**src/rtl/integ_pkg.sv**
```systemverilog
// Shared types and width-derived saturation bounds for the integrate-and-dump controller.
package integ_pkg;

  typedef enum logic [1:0] {
    IDLE = 2'd0,
    RUN  = 2'd1,
    HOLD = 2'd2
  } state_e;

  // Bounds for a w-bit signed accumulator; callers truncate to w bits.
  function automatic logic [63:0] acc_max(input int w);
    return (64'd1 << (w - 1)) - 64'd1;
  endfunction

  function automatic logic [63:0] acc_min(input int w);
    return ~acc_max(w);
  endfunction

endpackage

```
**src/rtl/integ_acc.sv**
```systemverilog
// Window accumulator with clear/add-enable; saturating with sticky overflow when
// INTEG_CTRL_SAT_EN is defined, plain two's-complement wrap otherwise.
module integ_acc
  import integ_pkg::*;
#(
  parameter int SAMPLE_W = 16,
  parameter int ACC_W    = 32
) (
  input  logic                clk,
  input  logic                rst,
  input  logic                clr,
  input  logic                add_en,
  input  logic [SAMPLE_W-1:0] din,
  output logic [ACC_W-1:0]    sum_nxt,
  output logic                ovf_nxt
);

  logic [ACC_W-1:0] acc_q, acc_d;
  logic [ACC_W-1:0] din_ext;

  assign din_ext = {{(ACC_W - SAMPLE_W){din[SAMPLE_W-1]}}, din};

`ifdef INTEG_CTRL_SAT_EN
  localparam logic [ACC_W-1:0] ACC_MAX = ACC_W'(acc_max(ACC_W));
  localparam logic [ACC_W-1:0] ACC_MIN = ACC_W'(acc_min(ACC_W));

  logic [ACC_W:0] wide;
  logic           sat_now;
  logic           ovf_q, ovf_d;

  // One guard bit: sign and guard disagree exactly when the add overflowed.
  assign wide    = {acc_q[ACC_W-1], acc_q} + {din_ext[ACC_W-1], din_ext};
  assign sat_now = wide[ACC_W] ^ wide[ACC_W-1];
  assign sum_nxt = sat_now ? (wide[ACC_W] ? ACC_MIN : ACC_MAX) : wide[ACC_W-1:0];
  assign ovf_nxt = ovf_q | sat_now;

  always_comb begin
    ovf_d = ovf_q;
    if (clr)         ovf_d = 1'b0;
    else if (add_en) ovf_d = ovf_nxt;
  end

  always_ff @(posedge clk) begin
    if (rst) ovf_q <= 1'b0;
    else     ovf_q <= ovf_d;
  end
`else
  assign sum_nxt = acc_q + din_ext;
  assign ovf_nxt = 1'b0;
`endif

  always_comb begin
    acc_d = acc_q;
    if (clr)         acc_d = '0;
    else if (add_en) acc_d = sum_nxt;
  end

  always_ff @(posedge clk) begin
    if (rst) acc_q <= '0;
    else     acc_q <= acc_d;
  end

endmodule

```
**src/rtl/integ_window_ctrl.sv**
```systemverilog
// Windowed integrate-and-dump controller: sums win_len samples per window and hands each
// sum out on valid/ready. Saturation is enabled by defining INTEG_CTRL_SAT_EN.
module integ_window_ctrl
  import integ_pkg::*;
#(
  parameter int SAMPLE_W = 16,
  parameter int ACC_W    = 32,
  parameter int LEN_W    = 16
) (
  input  logic                clk,
  input  logic                rst,
  input  logic                start,
  input  logic                stop,
  input  logic                continuous,
  input  logic [LEN_W-1:0]    win_len,
  input  logic                in_valid,
  output logic                in_ready,
  input  logic [SAMPLE_W-1:0] in_data,
  output logic                out_valid,
  input  logic                out_ready,
  output logic [ACC_W-1:0]    out_data,
  output logic                out_ovf,
  output logic                busy
);

  state_e           state_q, state_d;
  logic [LEN_W-1:0] len_q, len_d, cnt_q, cnt_d;
  logic             cont_q, cont_d;
  logic             stop_pend_q, stop_pend_d;
  logic             out_valid_q, out_valid_d;
  logic             out_ovf_q, out_ovf_d;
  logic [ACC_W-1:0] out_data_q, out_data_d;
  logic             acc_clr, acc_add, acc_ovf;
  logic [ACC_W-1:0] acc_sum;

  integ_acc #(.SAMPLE_W(SAMPLE_W), .ACC_W(ACC_W)) u_acc (
    .clk    (clk),
    .rst    (rst),
    .clr    (acc_clr),
    .add_en (acc_add),
    .din    (in_data),
    .sum_nxt(acc_sum),
    .ovf_nxt(acc_ovf)
  );

  always_comb begin
    state_d     = state_q;
    len_d       = len_q;
    cnt_d       = cnt_q;
    cont_d      = cont_q;
    stop_pend_d = stop_pend_q;
    out_valid_d = out_valid_q;
    out_ovf_d   = out_ovf_q;
    out_data_d  = out_data_q;
    acc_clr     = 1'b0;
    acc_add     = 1'b0;
    case (state_q)
      IDLE: begin
        stop_pend_d = 1'b0;
        if (start && !stop) begin
          state_d = RUN;
          len_d   = (win_len == '0) ? LEN_W'(1) : win_len;
          cont_d  = continuous;
          cnt_d   = '0;
          acc_clr = 1'b1;
        end
      end
      RUN: begin
        // A stop wins over a sample offered in the same cycle: the sample is dropped.
        if (stop) begin
          state_d = IDLE;
        end else if (in_valid) begin
          acc_add = 1'b1;
          if (cnt_q == len_q - LEN_W'(1)) begin
            out_data_d  = acc_sum;
            out_ovf_d   = acc_ovf;
            out_valid_d = 1'b1;
            state_d     = HOLD;
          end else begin
            cnt_d = cnt_q + LEN_W'(1);
          end
        end
      end
      HOLD: begin
        if (stop) stop_pend_d = 1'b1;
        if (out_ready) begin
          out_valid_d = 1'b0;
          if (cont_q && !stop_pend_q && !stop) begin
            state_d = RUN;
            cnt_d   = '0;
            acc_clr = 1'b1;
          end else begin
            state_d     = IDLE;
            stop_pend_d = 1'b0;
          end
        end
      end
      default: state_d = IDLE;
    endcase
  end

  always_ff @(posedge clk) begin
    if (rst) begin
      state_q     <= IDLE;
      len_q       <= '0;
      cnt_q       <= '0;
      cont_q      <= 1'b0;
      stop_pend_q <= 1'b0;
      out_valid_q <= 1'b0;
      out_ovf_q   <= 1'b0;
      out_data_q  <= '0;
    end else begin
      state_q     <= state_d;
      len_q       <= len_d;
      cnt_q       <= cnt_d;
      cont_q      <= cont_d;
      stop_pend_q <= stop_pend_d;
      out_valid_q <= out_valid_d;
      out_ovf_q   <= out_ovf_d;
      out_data_q  <= out_data_d;
    end
  end

  assign in_ready  = (state_q == RUN);
  assign busy      = (state_q != IDLE);
  assign out_valid = out_valid_q;
  assign out_data  = out_data_q;
  assign out_ovf   = out_ovf_q;

endmodule

```
**config.mk**
```make
export PLATFORM = sky130hd
export DESIGN_NAME = integ_window_ctrl
export DESIGN_NICKNAME = d
export VERILOG_FILES = /design/src/rtl/integ_pkg.sv /design/src/rtl/integ_acc.sv /design/src/rtl/integ_window_ctrl.sv
export SDC_FILE = /design/constraint.sdc
export NUM_CORES = 1
export LEC_CHECK = 0
export BUFFER_PORTS_ARGS = -buffer_cell sky130_fd_sc_hd__buf_2
export CAP_MARGIN = 30
export CORE_MARGIN = 2
export CORE_UTILIZATION = 45
export CTS_CLUSTER_DIAMETER = 120
export DETAILED_ROUTE_END_ITERATION = 7
export SLEW_MARGIN = 20
export SYNTH_ARGS = -nofsm -noshare
export SYNTH_HDL_FRONTEND = slang
export SYNTH_SLANG_ARGS = --single-unit
export TNS_END_PERCENT = 50
```
**constraint.sdc**
```tcl
create_clock -name clk -period 6.2 [get_ports clk]
set_clock_uncertainty 0.05 [all_clocks]
set_input_delay 0.31 -clock clk [delete_from_list [all_inputs] [get_ports clk]]
set_output_delay 0.31 -clock clk [all_outputs]
set_load 0.03 [all_outputs]
```
-- Word level (Yosys, flattened, before mapping)
Cells that the tools add are included.
- bits in registers: 101
- output and inout bits: 36
- add/subtract/negate cells: 3
- equal/unequal tests: 12
- multiplexer cells: 31
- bitwise operators: 1
- reductions and logical operators: 17
- operator list (kind ; number):
    16-bit 2-to-1 mux ; 7
    16-bit case mux with 3 select lines ; 1
    32-bit adder ; 1
    16-bit by 1-bit adder with 16-bit output (second input constant) ; 1
    16-bit equality test ; 1
    16-bit zero test ; 1
    16-bit by 1-bit subtractor with 16-bit output (second input constant) ; 1
    1-bit 2-to-1 mux ; 14
    2-bit inequality test (second input constant) ; 6
    2-bit 2-to-1 mux ; 5
    4-bit AND reduction ; 2
    7-bit AND reduction ; 1
    1-bit case mux with 2 select lines ; 3
    2-bit case mux with 3 select lines ; 1
    2-bit nonzero test ; 3
    5-bit AND reduction ; 1
    1-bit logical AND ; 3
    3-bit by 2-bit inequality test with 1-bit output (second input constant) ; 1
    3-bit inequality test (second input constant) ; 1
    3-bit nonzero test ; 1
    2-bit by 1-bit equality test with 1-bit output (second input constant) ; 1
    2-bit equality test (second input constant) ; 1
    1-bit zero test ; 2
    2-bit zero test ; 1
    4 further kinds ; 4

-- Depth between registers and ports, before layout
- depth after elaboration: 7
- mapped depth: 13
- gate-level depth less buffers: 13

-- Cells and area by module
A second synthesis with hierarchy kept.
- cells, all modules: 778
- area total of the unflattened synthesis: 6417.4 um^2
- modules (own cells, without submodules) (module ; instances ; cells an instance ; area an instance (um^2) ; seq. area each (um^2)):
    integ_window_ctrl ; 1 ; 391 ; 3372.0 ; 1401.3
    integ_acc ; 1 ; 387 ; 3045.4 ; 640.6

-- Least setup slack after synthesis
OpenSTA, ideal clock, no wires.
- kind: input to register
- start point: input in_data[0]
- end point: register u_acc.acc_q[30]
- data arrival time: 2.714 ns
- data required time: 6.080 ns
- path slack: 3.366 ns
- cell stages on the path: 13
- buffers on the path: 0
- cells stage by stage: ha_1 > inv_1 > fa_1 > nand2b_1 > a21oi_1 > o41ai_2 > o2111ai_1 > a221o_1 > a311o_1 > a211oi_1 > xnor2_1 > nand2_1 > a21oi_1
- word-level cells in the longest chain between the ends: 1
- ends and longest elaborated chain (element ; line ; text):
    start, declared ; integ_window_ctrl.sv:18 ; input logic [SAMPLE_W-1:0] in_data,
    32-bit adder ; integ_acc.sv:48 ; assign sum_nxt = acc_q + din_ext;
    end signal, assigned ; integ_acc.sv:59 ; if (rst) acc_q <= '0;
    end signal, assigned ; integ_acc.sv:60 ; else acc_q <= acc_d;
    end, declared ; integ_acc.sv:18 ; logic [ACC_W-1:0] acc_q, acc_d;
Every way passes these cells.
A chain may end at the register's enable or synchronous reset.

-- Worst setup path after layout
- start point: register len_q[0]
- end point: register out_data_q[31] (netlist: out_data[31])
- word-level cells in the longest chain between the ends: 3
- ends and longest elaborated chain (element ; line ; text):
    start, declared ; integ_window_ctrl.sv:27 ; logic [LEN_W-1:0] len_q, len_d, cnt_q, cnt_d;
    start signal, assigned ; integ_window_ctrl.sv:114 ; len_q <= len_d;
    16-bit by 1-bit subtractor with 16-bit output ; integ_window_ctrl.sv:74 ; if (cnt_q == len_q - LEN_W'(1)) begin
    16-bit equality test ; integ_window_ctrl.sv:74 ;
    4-bit AND reduction (no line) ; - ;
    end signal, assigned ; integ_window_ctrl.sv:120 ; out_data_q <= out_data_d;
    end, declared ; integ_window_ctrl.sv:32 ; logic [ACC_W-1:0] out_data_q, out_data_d;
Every way passes these cells.

==> impl_summary.md <==
Global route
The largest net degree at the start of global routing is 45. Across every metal layer, demand over resource in global routing totals 0.208. The first global-routing pass estimated about 24 mm of wire. The number of global-route vias before repair is a little over 5000. The initial antenna violation count is 1. The total grt overflow is 0.

Critical path
The flop-to-flop setup slack is 2800 ps. Along the worst path, the maximum fanout reaches 35. The required time of the critical path is 6410 ps.

The slowest stage of the critical path belongs to the cell sky130_fd_sc_hd__nor3_4. The type of the setup path with the least slack is flop to flop. The type of element launching the critical path is a flop. Traced cell by cell, the critical path runs through inv_1, ha_1, nor3b_2, nand2_1, o41ai_1, o211ai_2, nor3_4, nand2_4, a21oi_1, a22oi_1, nor4_2.

The longest individual stage delay on the worst path is approximately 470 ps. STA classifies the critical path endpoint as a flop. The startpoint of the worst-slack reg-to-reg timing path is len_q[0]$_SDFFE_PP0P_.

For the worst setup path, the data arrival time is between 3000 and 4000 ps. The launch point of the worst path is len_q[0]$_SDFFE_PP0P_.

Clock network
The clock tree root driver cell is sky130_fd_sc_hd__clkbuf_16. The H-tree was split into 3 levels. The number of buffers on the longest clock path is 2. The clock tree from TritonCTS is done. The setup fix buffers added after clock tree synthesis is 0. The cts-stage hold buffer count is 0. The clock-pin slew on the worst setup and hold paths is 70 ps. The clock latency of the later-clocked register in the worst-skew pair is 340 ps. In this run, post-CTS repair resized a total of 0 instances. The number of clock sinks is 101. The TritonCTS buffer count is 9.

Finish
After routing the design area is 6740 um2. In the final design database the tool counted approximately 860 nets. The area growth from synthesis to final layout is 13.3%. The share of post-route cells with drive strength above 1 is 0.144.

The end-of-flow core utilization is 0.527. The filler cells instantiated in the layout total about 1200.

Place
The count of buffers added on input and output ports is 73. The final weighted congestion in routability-driven placement is 0.862. Detailed placement finished with a half-perimeter wire length of 10.5 mm.

The cell area after placement is between 6000 and 7000 um2. OpenSTA, run right after detailed placement, puts the worst setup slack at between 2000 and 3000 ps.

Logic synthesis
The fraction of post-synthesis cell area in the top cell type by area is 0.340. The number of nets produced by synthesis is 791. The synthesized cell area is 5940 um2.

In the synthesized netlist the dominant register cell turns out to be sky130_fd_sc_hd__dfxtp_1. The sequential cell area fraction in the yosys report is 0.340. The top cell type by total area after synthesis is sky130_fd_sc_hd__dfxtp_1. The most frequently used cell type in the post-synthesis netlist is sky130_fd_sc_hd__dfxtp_1. The average instance area after synthesis is 8.28 um2. In the post-synthesis netlist, the biggest area contributors are sky130_fd_sc_hd__dfxtp_1 (34%), sky130_fd_sc_hd__ha_1 (6.9%), sky130_fd_sc_hd__mux2i_1 (6.4%), sky130_fd_sc_hd__nand2_1 (6.0%), sky130_fd_sc_hd__a21oi_1 (6.0%). The commonest cells after synthesis are sky130_fd_sc_hd__dfxtp_1 (101), sky130_fd_sc_hd__nand2_1 (95), sky130_fd_sc_hd__nor2_1 (90). The fraction of registers with async set/reset is 0. In this run, distinct cell masters in the synthesized netlist total 63. The total of warnings raised by yosys is 0. The synthesized instance count is ~720. Counting flops with a built-in enable in the synthesized netlist gives 0. Synthesis inferred slightly above 100 register bits.

Drt
After detailed routing, the number of remaining DRC violations is 0. The met1 wire length is 6.67 mm. The average routed wire per standard cell is 14.9 um. The count of routing violations after the opening detailed-route iteration is 222. The total iterations of the first detailed-routing run is 5. Summed over all nets, wire length on met2 after detailed routing comes to roughly 6.5 mm. Wires add up to 14.3 mm. In the detailed route, the total length drawn on met3 is 881 um.

After detailed routing, the number of vias per cell comes to between 5 and 6. In this run the top signal layer used is met4. The final route contains 5272 vias. In this run the remaining antenna-violating nets after routing total 0.

Run
Across the run, the number of max-cap violations was 0.

Power and ir drop
The power density normalized to cell area is 207 nW/um2. The reported leakage power is 3.03 nW. The worst IR drop on VDD is approximately 0.12 mV.

Hold path
The path class of the tightest hold or removal check is input pin to flop. The startpoint identified for the worst hold timing path is win_len[14].

STA
Setup slack closes at 2800 ps. The post-route minimum period is 3400 ps. The relative slew slack is 0.368. The ratio of final minimum period to clock period is 0.549. The total count of max-transition violations in the final report is 0. The hold violation total from the final report is 0.

Based on the critical path, the design can be clocked at up to 294 MHz. At the pin with the least slew margin, the transition time is 945 ps. The tightest hold path in the finished design has a slack of roughly 150 ps.

Setup repair after global routing left no endpoint under its margin. The number of failing setup endpoints in the final timing report is 0. The sum of negative setup slack is 0 ps.

Run status
The flow ran to the end, and the final reports show no timing, DRC or antenna violations.

Floorplan
The number of ports placed on the die boundary is 75. The initial standard-cell utilization of the core is 0.465. The standard cell core area is roughly 13000 um2. The initialized floorplan defines 41 standard-cell rows. From bottom edge to top edge, the die measures between 100 and 150 um. The area enclosed by the die boundary is 14100 um2. The horizontal die dimension is approximately 120 um.
[power breakdown]
part	internal (mW)	switching, mW	total (mW)
Combinational	0.0768	0.119	0.196
Sequential	0.659	0.0133	0.672
Clock	0.289	0.238	0.527
Total	1.02	0.371	1.40
[registers in the layout (all words and copies together), names as in the netlist]
name / flops
out_data: 32
stop_pend_q: 1
len_q: 16
cont_q: 1
cnt_q: 16
state_q: 2
u_acc.acc_q: 32
out_valid: 1
[layout by cell type, fill, tap and decap left out, drive strengths merged, types with 2 or more instances in the layout]
master  instances
clkinv          2
a21o           16
xnor2          31
a22o           11
nand2b          6
nor4            8
or3             8
nand2          96
o211ai          3
clkbuf         12
and2            4
buf            78
a31o            4
o41ai           4
dfxtp         101
mux2i          38
and3            6
nor3b           2
nor2b           5
o21a            4
ha             33
and4            4
o21ai          22
a211oi         10
o31ai           5
xor2           27
nand4          11
inv            16
nor2           90
nand3          14
a31oi           6
a21boi          2
nor3           19
a21oi          75
[logic make-up (layout without fill, tap and decap cells)]
kind of cell    Yosys count  count (layout)  synth area share
xor+xnor                 58              58            0.0855
flops                   101             101             0.340
mux                      38              38            0.0640
simple gates            275             275             0.217
buf+inv                  40             108            0.0278
compound gates          171             171             0.192
fa+ha+maj                34              34            0.0728
other cells               1               2          0.000631
[per-stage QoR]
| stage | total power, mW | instances |
|---|---|---|
| after floorplan | 0.827 | 718 |
| after global placement | 0.878 | 944 |
| after detailed placement | 0.882 | 944 |
| after CTS | 1.41 | 958 |
| after global routing | 1.46 | 958 |
| final | 1.40 | 959 |
[final cells by class]
| class | count | area [um2] | area share |
|---|---|---|---|
| Timing Repair Buffer | 78 | 403 | 0.0598 |
| Sequential cell | 101 | 2020 | 0.300 |
| Clock inverter | 2 | 10.0 | 0.00149 |
| Inverter | 16 | 60.1 | 0.00892 |
| Tap cell | 172 | 215 | 0.0320 |
| Clock buffer | 12 | 256 | 0.0381 |
| Antenna cell | 1 | 2.50 | 0.000372 |
| Multi-Input combinational cell | 577 | 3770 | 0.559 |
[worst max-delay path: cells and delay by family, from the launching register on]
family / cells / cell delay [ps]
adders and majority gates: 1 / 240
buffers and inverters: 1 / 70
DFF: 1 / 360
AOI/OAI and AO/OA: 4 / 960
and+or+nand+nor: 5 / 1630
[per-layer routing]
metal / global-route usage / up-vias
met5: 0 / -
met4: 0.0692 / 0
met3: 0.0398 / 19
met2: 0.341 / 146
met1: 0.276 / 2419
li1: - / 2688
[final timing paths]
path / endpoint / cells past startpoint
max: out_data[31]$_SDFFE_PP0P_ / 11
min reg2reg: u_acc.acc_q[15]$_SDFFE_PP0P_ / 2
max reg2reg: out_data[31]$_SDFFE_PP0P_ / 11
min: len_q[14]$_SDFFE_PP0P_ / 2
Note: power is estimated with default switching activity, not from simulation.
